$ cat src/rtl/memory_port_arbiter_if.sv
// ============================================================================
// memory_port_arbiter_if : two-master request bus plus shared memory port
// Rev 1.0 - initial release
// ============================================================================
`default_nettype none

interface memory_port_arbiter_if;
    logic        req0,     req1;
    logic        wen0,     wen1;
    logic [31:0] addr0,    addr1;
    logic [31:0] wdata0,   wdata1;
    logic [3:0]  byte_en0, byte_en1;
    logic [31:0] rdata0,   rdata1;
    logic        wait0,    wait1;
    logic        err0,     err1;

    logic        mem_en;
    logic        mem_wen;
    logic [31:0] mem_addr;
    logic [31:0] mem_wdata;
    logic [3:0]  mem_byte_en;
    logic [31:0] mem_rdata;
    logic        mem_wait;

    // Arbiter side
    modport slave (
        input  req0, req1, wen0, wen1, addr0, addr1, wdata0, wdata1,
               byte_en0, byte_en1, mem_rdata, mem_wait,
        output rdata0, rdata1, wait0, wait1, err0, err1,
               mem_en, mem_wen, mem_addr, mem_wdata, mem_byte_en
    );

    // Environment side: both bus masters and the memory
    modport master (
        output req0, req1, wen0, wen1, addr0, addr1, wdata0, wdata1,
               byte_en0, byte_en1, mem_rdata, mem_wait,
        input  rdata0, rdata1, wait0, wait1, err0, err1,
               mem_en, mem_wen, mem_addr, mem_wdata, mem_byte_en
    );
endinterface

`default_nettype wire

$ cat src/rtl/memory_port_arbiter.sv
// ============================================================================
// memory_port_arbiter : two-port round-robin arbiter with access watchdog
// Rev 1.0 - initial release
// ============================================================================
`default_nettype none

module memory_port_arbiter #(
    parameter int TIMEOUT_CYCLES = 255
) (
    input  logic                   clk,
    input  logic                   nRST,
    memory_port_arbiter_if.slave   bus
);

    localparam int CNT_W = (TIMEOUT_CYCLES > 0) ? $clog2(TIMEOUT_CYCLES + 1) : 1;
    localparam logic [CNT_W-1:0] CNT_MAX    = '1;
    localparam logic [CNT_W-1:0] CNT_LAST   = CNT_W'(TIMEOUT_CYCLES - 1);
    localparam logic [31:0]      ABORT_DATA = 32'hBAD1BAD1;

    typedef enum logic [0:0] {
        IDLE = 1'b0,
        BUSY = 1'b1
    } state_t;

    state_t            state_q,   state_d;
    logic              gnt_q,     gnt_d;
    logic              last_q,    last_d;
    logic [CNT_W-1:0]  cnt_q,     cnt_d;
    logic              wen_q,     wen_d;
    logic [31:0]       addr_q,    addr_d;
    logic [31:0]       wdata_q,   wdata_d;
    logic [3:0]        byte_en_q, byte_en_d;

    logic              done;
    logic              abort;

    always_ff @(posedge clk or negedge nRST) begin
        if (!nRST) begin
            state_q   <= IDLE;
            gnt_q     <= 1'b0;
            last_q    <= 1'b1;
            cnt_q     <= '0;
            wen_q     <= 1'b0;
            addr_q    <= '0;
            wdata_q   <= '0;
            byte_en_q <= '0;
        end else begin
            state_q   <= state_d;
            gnt_q     <= gnt_d;
            last_q    <= last_d;
            cnt_q     <= cnt_d;
            wen_q     <= wen_d;
            addr_q    <= addr_d;
            wdata_q   <= wdata_d;
            byte_en_q <= byte_en_d;
        end
    end

    always_comb begin
        state_d   = state_q;
        gnt_d     = gnt_q;
        last_d    = last_q;
        cnt_d     = cnt_q;
        wen_d     = wen_q;
        addr_d    = addr_q;
        wdata_d   = wdata_q;
        byte_en_d = byte_en_q;
        done      = 1'b0;
        abort     = 1'b0;

        case (state_q)
            IDLE: begin
                if (bus.req0 || bus.req1) begin
                    // Contention goes to whichever port was not served last
                    gnt_d     = (bus.req0 && bus.req1) ? ~last_q : bus.req1;
                    wen_d     = gnt_d ? bus.wen1     : bus.wen0;
                    addr_d    = gnt_d ? bus.addr1    : bus.addr0;
                    wdata_d   = gnt_d ? bus.wdata1   : bus.wdata0;
                    byte_en_d = gnt_d ? bus.byte_en1 : bus.byte_en0;
                    cnt_d     = '0;
                    state_d   = BUSY;
                end
            end
            BUSY: begin
                abort = (TIMEOUT_CYCLES != 0) && bus.mem_wait && (cnt_q == CNT_LAST);
                done  = !bus.mem_wait || abort;
                if (done) begin
                    last_d  = gnt_q;
                    state_d = IDLE;
                end else if (cnt_q != CNT_MAX) begin
                    cnt_d = cnt_q + CNT_W'(1);
                end
            end
            default: state_d = IDLE;
        endcase
    end

    logic [31:0] done_rdata;
    assign done_rdata = abort ? ABORT_DATA : bus.mem_rdata;

    assign bus.wait0  = !(done && !gnt_q);
    assign bus.wait1  = !(done &&  gnt_q);
    assign bus.rdata0 = (done && !gnt_q) ? done_rdata : '0;
    assign bus.rdata1 = (done &&  gnt_q) ? done_rdata : '0;
    assign bus.err0   = abort && !gnt_q;
    assign bus.err1   = abort &&  gnt_q;

    assign bus.mem_en      = (state_q == BUSY);
    assign bus.mem_wen     = wen_q;
    assign bus.mem_addr    = addr_q;
    assign bus.mem_wdata   = wdata_q;
    assign bus.mem_byte_en = byte_en_q;

endmodule

`default_nettype wire

$ cat src/flat_wrapper.sv
// flat-port wrapper written by rule: the top's interface ports become plain ports
module memory_port_arbiter_flat 
#(
    parameter int TIMEOUT_CYCLES = 255
)
  (clk, nRST, bus_req0, bus_req1, bus_wen0, bus_wen1, bus_addr0, bus_addr1, bus_wdata0, bus_wdata1, bus_byte_en0, bus_byte_en1, bus_mem_rdata, bus_mem_wait, bus_rdata0, bus_rdata1, bus_wait0, bus_wait1, bus_err0, bus_err1, bus_mem_en, bus_mem_wen, bus_mem_addr, bus_mem_wdata, bus_mem_byte_en);
  memory_port_arbiter_if bus_i ();
  input  logic clk;
  input  logic nRST;
  input wire logic [$bits(bus_i.req0)-1:0] bus_req0;
  input wire logic [$bits(bus_i.req1)-1:0] bus_req1;
  input wire logic [$bits(bus_i.wen0)-1:0] bus_wen0;
  input wire logic [$bits(bus_i.wen1)-1:0] bus_wen1;
  input wire logic [$bits(bus_i.addr0)-1:0] bus_addr0;
  input wire logic [$bits(bus_i.addr1)-1:0] bus_addr1;
  input wire logic [$bits(bus_i.wdata0)-1:0] bus_wdata0;
  input wire logic [$bits(bus_i.wdata1)-1:0] bus_wdata1;
  input wire logic [$bits(bus_i.byte_en0)-1:0] bus_byte_en0;
  input wire logic [$bits(bus_i.byte_en1)-1:0] bus_byte_en1;
  input wire logic [$bits(bus_i.mem_rdata)-1:0] bus_mem_rdata;
  input wire logic [$bits(bus_i.mem_wait)-1:0] bus_mem_wait;
  output wire logic [$bits(bus_i.rdata0)-1:0] bus_rdata0;
  output wire logic [$bits(bus_i.rdata1)-1:0] bus_rdata1;
  output wire logic [$bits(bus_i.wait0)-1:0] bus_wait0;
  output wire logic [$bits(bus_i.wait1)-1:0] bus_wait1;
  output wire logic [$bits(bus_i.err0)-1:0] bus_err0;
  output wire logic [$bits(bus_i.err1)-1:0] bus_err1;
  output wire logic [$bits(bus_i.mem_en)-1:0] bus_mem_en;
  output wire logic [$bits(bus_i.mem_wen)-1:0] bus_mem_wen;
  output wire logic [$bits(bus_i.mem_addr)-1:0] bus_mem_addr;
  output wire logic [$bits(bus_i.mem_wdata)-1:0] bus_mem_wdata;
  output wire logic [$bits(bus_i.mem_byte_en)-1:0] bus_mem_byte_en;
  assign bus_i.req0 = bus_req0;
  assign bus_i.req1 = bus_req1;
  assign bus_i.wen0 = bus_wen0;
  assign bus_i.wen1 = bus_wen1;
  assign bus_i.addr0 = bus_addr0;
  assign bus_i.addr1 = bus_addr1;
  assign bus_i.wdata0 = bus_wdata0;
  assign bus_i.wdata1 = bus_wdata1;
  assign bus_i.byte_en0 = bus_byte_en0;
  assign bus_i.byte_en1 = bus_byte_en1;
  assign bus_i.mem_rdata = bus_mem_rdata;
  assign bus_i.mem_wait = bus_mem_wait;
  assign bus_rdata0 = bus_i.rdata0;
  assign bus_rdata1 = bus_i.rdata1;
  assign bus_wait0 = bus_i.wait0;
  assign bus_wait1 = bus_i.wait1;
  assign bus_err0 = bus_i.err0;
  assign bus_err1 = bus_i.err1;
  assign bus_mem_en = bus_i.mem_en;
  assign bus_mem_wen = bus_i.mem_wen;
  assign bus_mem_addr = bus_i.mem_addr;
  assign bus_mem_wdata = bus_i.mem_wdata;
  assign bus_mem_byte_en = bus_i.mem_byte_en;
  memory_port_arbiter #(.TIMEOUT_CYCLES(TIMEOUT_CYCLES)) u_core (.clk(clk), .nRST(nRST), .bus(bus_i));
endmodule
$ cat config.mk
export PLATFORM = sky130hd
export DESIGN_NAME = memory_port_arbiter_flat
export DESIGN_NICKNAME = d
export VERILOG_FILES = /design/src/rtl/memory_port_arbiter_if.sv /design/src/rtl/memory_port_arbiter.sv /design/src/flat_wrapper.sv
export SDC_FILE = /design/constraint.sdc
export NUM_CORES = 1
export LEC_CHECK = 0
export BUFFER_PORTS_ARGS = -buffer_cell sky130_fd_sc_hd__buf_2
export CORE_UTILIZATION = 31
export DETAILED_ROUTE_END_ITERATION = 10
export SYNTH_ARGS = -nofsm -noshare
export SYNTH_HDL_FRONTEND = slang
export SYNTH_SLANG_ARGS = --single-unit
$ cat constraint.sdc
create_clock -name clk -period 3.5 [get_ports clk]
set_input_delay 0.525 -clock clk [delete_from_list [all_inputs] [get_ports clk]]
set_output_delay 0.525 -clock clk [all_outputs]
set_load 0.01 [all_outputs]
==> results.md <==
- The via count is around 4400.
- The largest area contributor in the netlist is sky130_fd_sc_hd__dfrtp_1.
- The standard cell core area is roughly 0.013 mm².
- The number of max-slew violations in the final report came to 0.
- The register area share after synthesis is a little under half.
- The critical path capture point type is a primary output.
- The first global-routing pass estimated a little over 20 mm of wire.
- The static leakage power is 3.47 nW.
- The leading register cell type out of synthesis is sky130_fd_sc_hd__dfrtp_1.
- The distinct cell type count after synthesis is between 40 and 50.
- TritonCTS created 9 clock buffers.
- The number of global-route vias before repair was just over 4000.
- The number of diodes is 0.
- After clock tree synthesis, the flow added hold-fix buffers numbering 0.
- The detailed-route wire length is 13.5 mm.
- The initial core utilization is around 32%.
- The count of filler cells inserted in the layout is around 1300.
- In this run the cell area measured after placement is 0.00605 mm².
- The number of gates resized after cts is 0.
- The synthesized design devotes to its leading area cell type about 45% of total area.
- The kind of start point of the critical path is a register.
- For this run, the post-layout net count is around 940.
- In this run the post-CTS setup repair buffer count came out at 0.
- TritonCTS built the clock tree.
- The cell area that synthesis handed to floorplanning was 0.00435 mm².
- The run finished with clean final reports.
- After technology mapping, the gate count stands at around 460.
- The power per cell area is 518 mW/mm².
- The die covers 0.0145 mm².
- After layout, the worst path uses ~83% of the clock period.
- The fraction of final layout cells with drive strength greater than 1 is 46.2%.
- The vertical die dimension is roughly 120 µm.
- The final standard cell count with taps included and fillers excluded is around 940.
- After layout, the minimum clock period comes to slightly below 3000 ps.
- The origin of the critical flop-to-flop path is u_core.last_q.
- The final weighted congestion of routability-driven global placement is approximately 0.96.
- The number of sinks on the clock net is 80.
- The number of nets in the synthesized netlist is 640.
- Summed over all failing endpoints, the final setup total negative slack is 0 ps.
- The number of antenna-violating nets in the routed design is 0.
- Max-cap violations in this run came to 0.
- In this run the worst path has a maximum fanout of 19.
- Setup repair after global routing left no endpoint under its margin.
- The final core area utilization is between 40 and 50%.
- The commonest cells after synthesis are sky130_fd_sc_hd__dfrtp_1 (79), sky130_fd_sc_hd__nand2_1 (75), sky130_fd_sc_hd__o21ai_0 (71), sky130_fd_sc_hd__mux2i_1 (69), sky130_fd_sc_hd__nor2_1 (39).
- STA puts the critical path data arrival time at approximately 2400 ps.
- For this run, the number of Yosys warnings is 0.
- At the pin with the least slew margin, the transition time is about 1000 ps.
- In the post-synthesis netlist, the biggest area contributors are sky130_fd_sc_hd__dfrtp_1 (45%), sky130_fd_sc_hd__mux2i_1 (16%), sky130_fd_sc_hd__o21ai_0 (8.2%).
- The synthesized flop and latch total is 80.
- Clock tree synthesis selected as its root buffer the cell sky130_fd_sc_hd__clkbuf_16.
- The mean instance size in the synthesized netlist is 9.39 µm².
- After global routing the overflow that remains totals 0.
- Headroom to the max-slew limit came out at 32.3%.
- The worst register-to-register path has a depth of 4.
- The maximum level of the CTS H-tree is 3.
- After routing the design area is around 0.0063 mm².
- From left edge to right edge, the die measures ~120 µm.
- The final setup violation count is 0.
- The required time at the worst-slack endpoint is between 2000 and 3000 ps.
- The worst setup path startpoint is u_core.cnt_q[0].
- In this run the critical register-to-register path is captured at u_core.bus.mem_addr[9].
- The highest clock frequency the design can meet is around 340 MHz.
- The type of the setup path with the least slack is register to primary output.
- The final routed wire length divided by cell count is roughly 14 µm.
- The synthesized design contains 0 enable-type register cells.
- For this run, design rule violations remaining after detail routing come to 0.
- The area growth from synthesis to layout is 46.1%.
- Global routing used 18.5% of the available tracks across all layers.
- The clock reaches the later pin of the worst-skew pair after ~340 ps.
- In this run the core area contains between 40 and 50 standard-cell rows.
- During placement, the flow inserted port buffers numbering about 310.
- In this run the count of I/O pins placed on the die edge is ~310.
- The worst clock skew is around 5.7 ps.
- The worst ir drop on vdd is roughly 0.23 mV.
- The wire-length estimate of the detail-placed layout is ~11 mm.
- The library cell with the highest instance count after synthesis is sky130_fd_sc_hd__dfrtp_1.
- The maximum number of pins on one net before global-route repair is 81.
- The first routing iteration left 145 violations.
- For this run, the detailed router's first-pass iteration total came to 4.
- Clock-pin slew was measured on the worst setup and hold paths at 60 ps.
- The longest clock path from root to sink contains 2 buffers.
- The number of placed instances, taps included, is about 920.
- Of all flip-flops after synthesis, the portion carrying an async set or reset was between 90% and 100%.
- The worst-case register-to-register setup slack is about 1700 ps.
- The final number of hold-violating endpoints is 0.
- The initial antenna violation count was 0.
- The detail-routed via count per cell is about 4.6.
- The path class of the tightest hold or removal check is input pin to asynchronous set/reset pin.
-- per-stage QoR --
step | hold slack (ps) | power [mW] | setup slack, ps
2_1_floorplan | 229 | 1.89 | 1390
3_3_place_gp | 457 | 2.35 | 965
3_5_place_dp | 465 | 2.38 | 907
4_1_cts | 396 | 3.34 | 567
5_1_grt | 454 | 3.51 | 411
6_report | 360 | 3.29 | 589
-- logic make-up (layout without fill, tap and decap cells) --
family | after synthesis | after routing | synth area share [%]
AO/OA/AOI/OAI | 91 | 91 | 12.0
adder cells (fa/ha/maj) | 2 | 2 | 0.576
buffers and inverters | 38 | 337 | 4.23
flip-flops | 80 | 80 | 46.1
multiplexers | 69 | 69 | 15.9
AND/OR/NAND/NOR | 183 | 183 | 21.2
-- metal layers --
layer	part of all wire, %	track usage [%]	wire, µm
met4	2.1	8.18	287
met3	7.6	4.34	1020
met2	51	33.6	6940
met5	0	0	0
met1	39	20.3	5260
-- registers in the layout, indices dropped and copies added, names as in the netlist --
name	cells
u_core.bus.mem_byte_en	4
u_core.bus.mem_wen	1
u_core.bus.mem_wdata	32
u_core.bus.mem_en	1
u_core.bus.mem_addr	32
u_core.last_q	1
u_core.cnt_q	8
u_core.gnt_q	1
-- where the power goes --
group          leakage [nW]  internal, mW  switching (mW)
logic                  2.34         0.454           0.562
clock network         0.145         0.567           0.370
registers             0.987          1.15           0.183
-- worst max-delay path: stages, from the launching register on --
cell and delay, ps:
sky130_fd_sc_hd__dfrtp_1 430, sky130_fd_sc_hd__inv_1 80, sky130_fd_sc_hd__ha_1 160, sky130_fd_sc_hd__nand3_1 190, sky130_fd_sc_hd__nor3_4 590, sky130_fd_sc_hd__nor2_1 140, sky130_fd_sc_hd__nor2_1 260, sky130_fd_sc_hd__buf_2 190
-- cells in the final DEF, fill, tap and decap left out, types with 2 or more instances in the layout --
cell type and instances:
sky130_fd_sc_hd__nor3_2 10, sky130_fd_sc_hd__and3b_1 2, sky130_fd_sc_hd__nor2_1 39, sky130_fd_sc_hd__mux2i_1 69, sky130_fd_sc_hd__o21ai_0 71, sky130_fd_sc_hd__nor3_1 11
sky130_fd_sc_hd__buf_4 5, sky130_fd_sc_hd__o211ai_1 2, sky130_fd_sc_hd__dfrtp_1 79, sky130_fd_sc_hd__ha_1 2, sky130_fd_sc_hd__nand3_1 7, sky130_fd_sc_hd__nand2_1 75
sky130_fd_sc_hd__buf_2 311, sky130_fd_sc_hd__a21o_1 5, sky130_fd_sc_hd__buf_12 2, sky130_fd_sc_hd__and2_1 30, sky130_fd_sc_hd__clkbuf_16 9, sky130_fd_sc_hd__inv_1 4
sky130_fd_sc_hd__clkinv_2 2, sky130_fd_sc_hd__o41ai_1 2
-- area by class of cell --
class,count,area (µm²),share of cell area [%]
multi-input combinational,345,2180,34.4
tap,176,220,3.47
clock buffer,10,239,3.76
inverter,4,15.0,0.236
sequential,80,2000,31.6
clock inverter,5,56.3,0.887
timing repair buffer,318,1630,25.7
-- worst max path at each step --
stage / cells after the start / slack [ps] / to
2_1_floorplan: 7 / 1390 / bus_rdata1[15]
3_3_place_gp: 6 / 970 / bus_rdata1[25]
3_5_place_dp: 6 / 910 / bus_rdata1[25]
4_1_cts: 7 / 570 / bus_rdata1[25]
5_1_grt: 7 / 410 / bus_rdata1[22]
6_report: 7 / 590 / bus_rdata1[25]
Power figures use the tool's default switching activity.
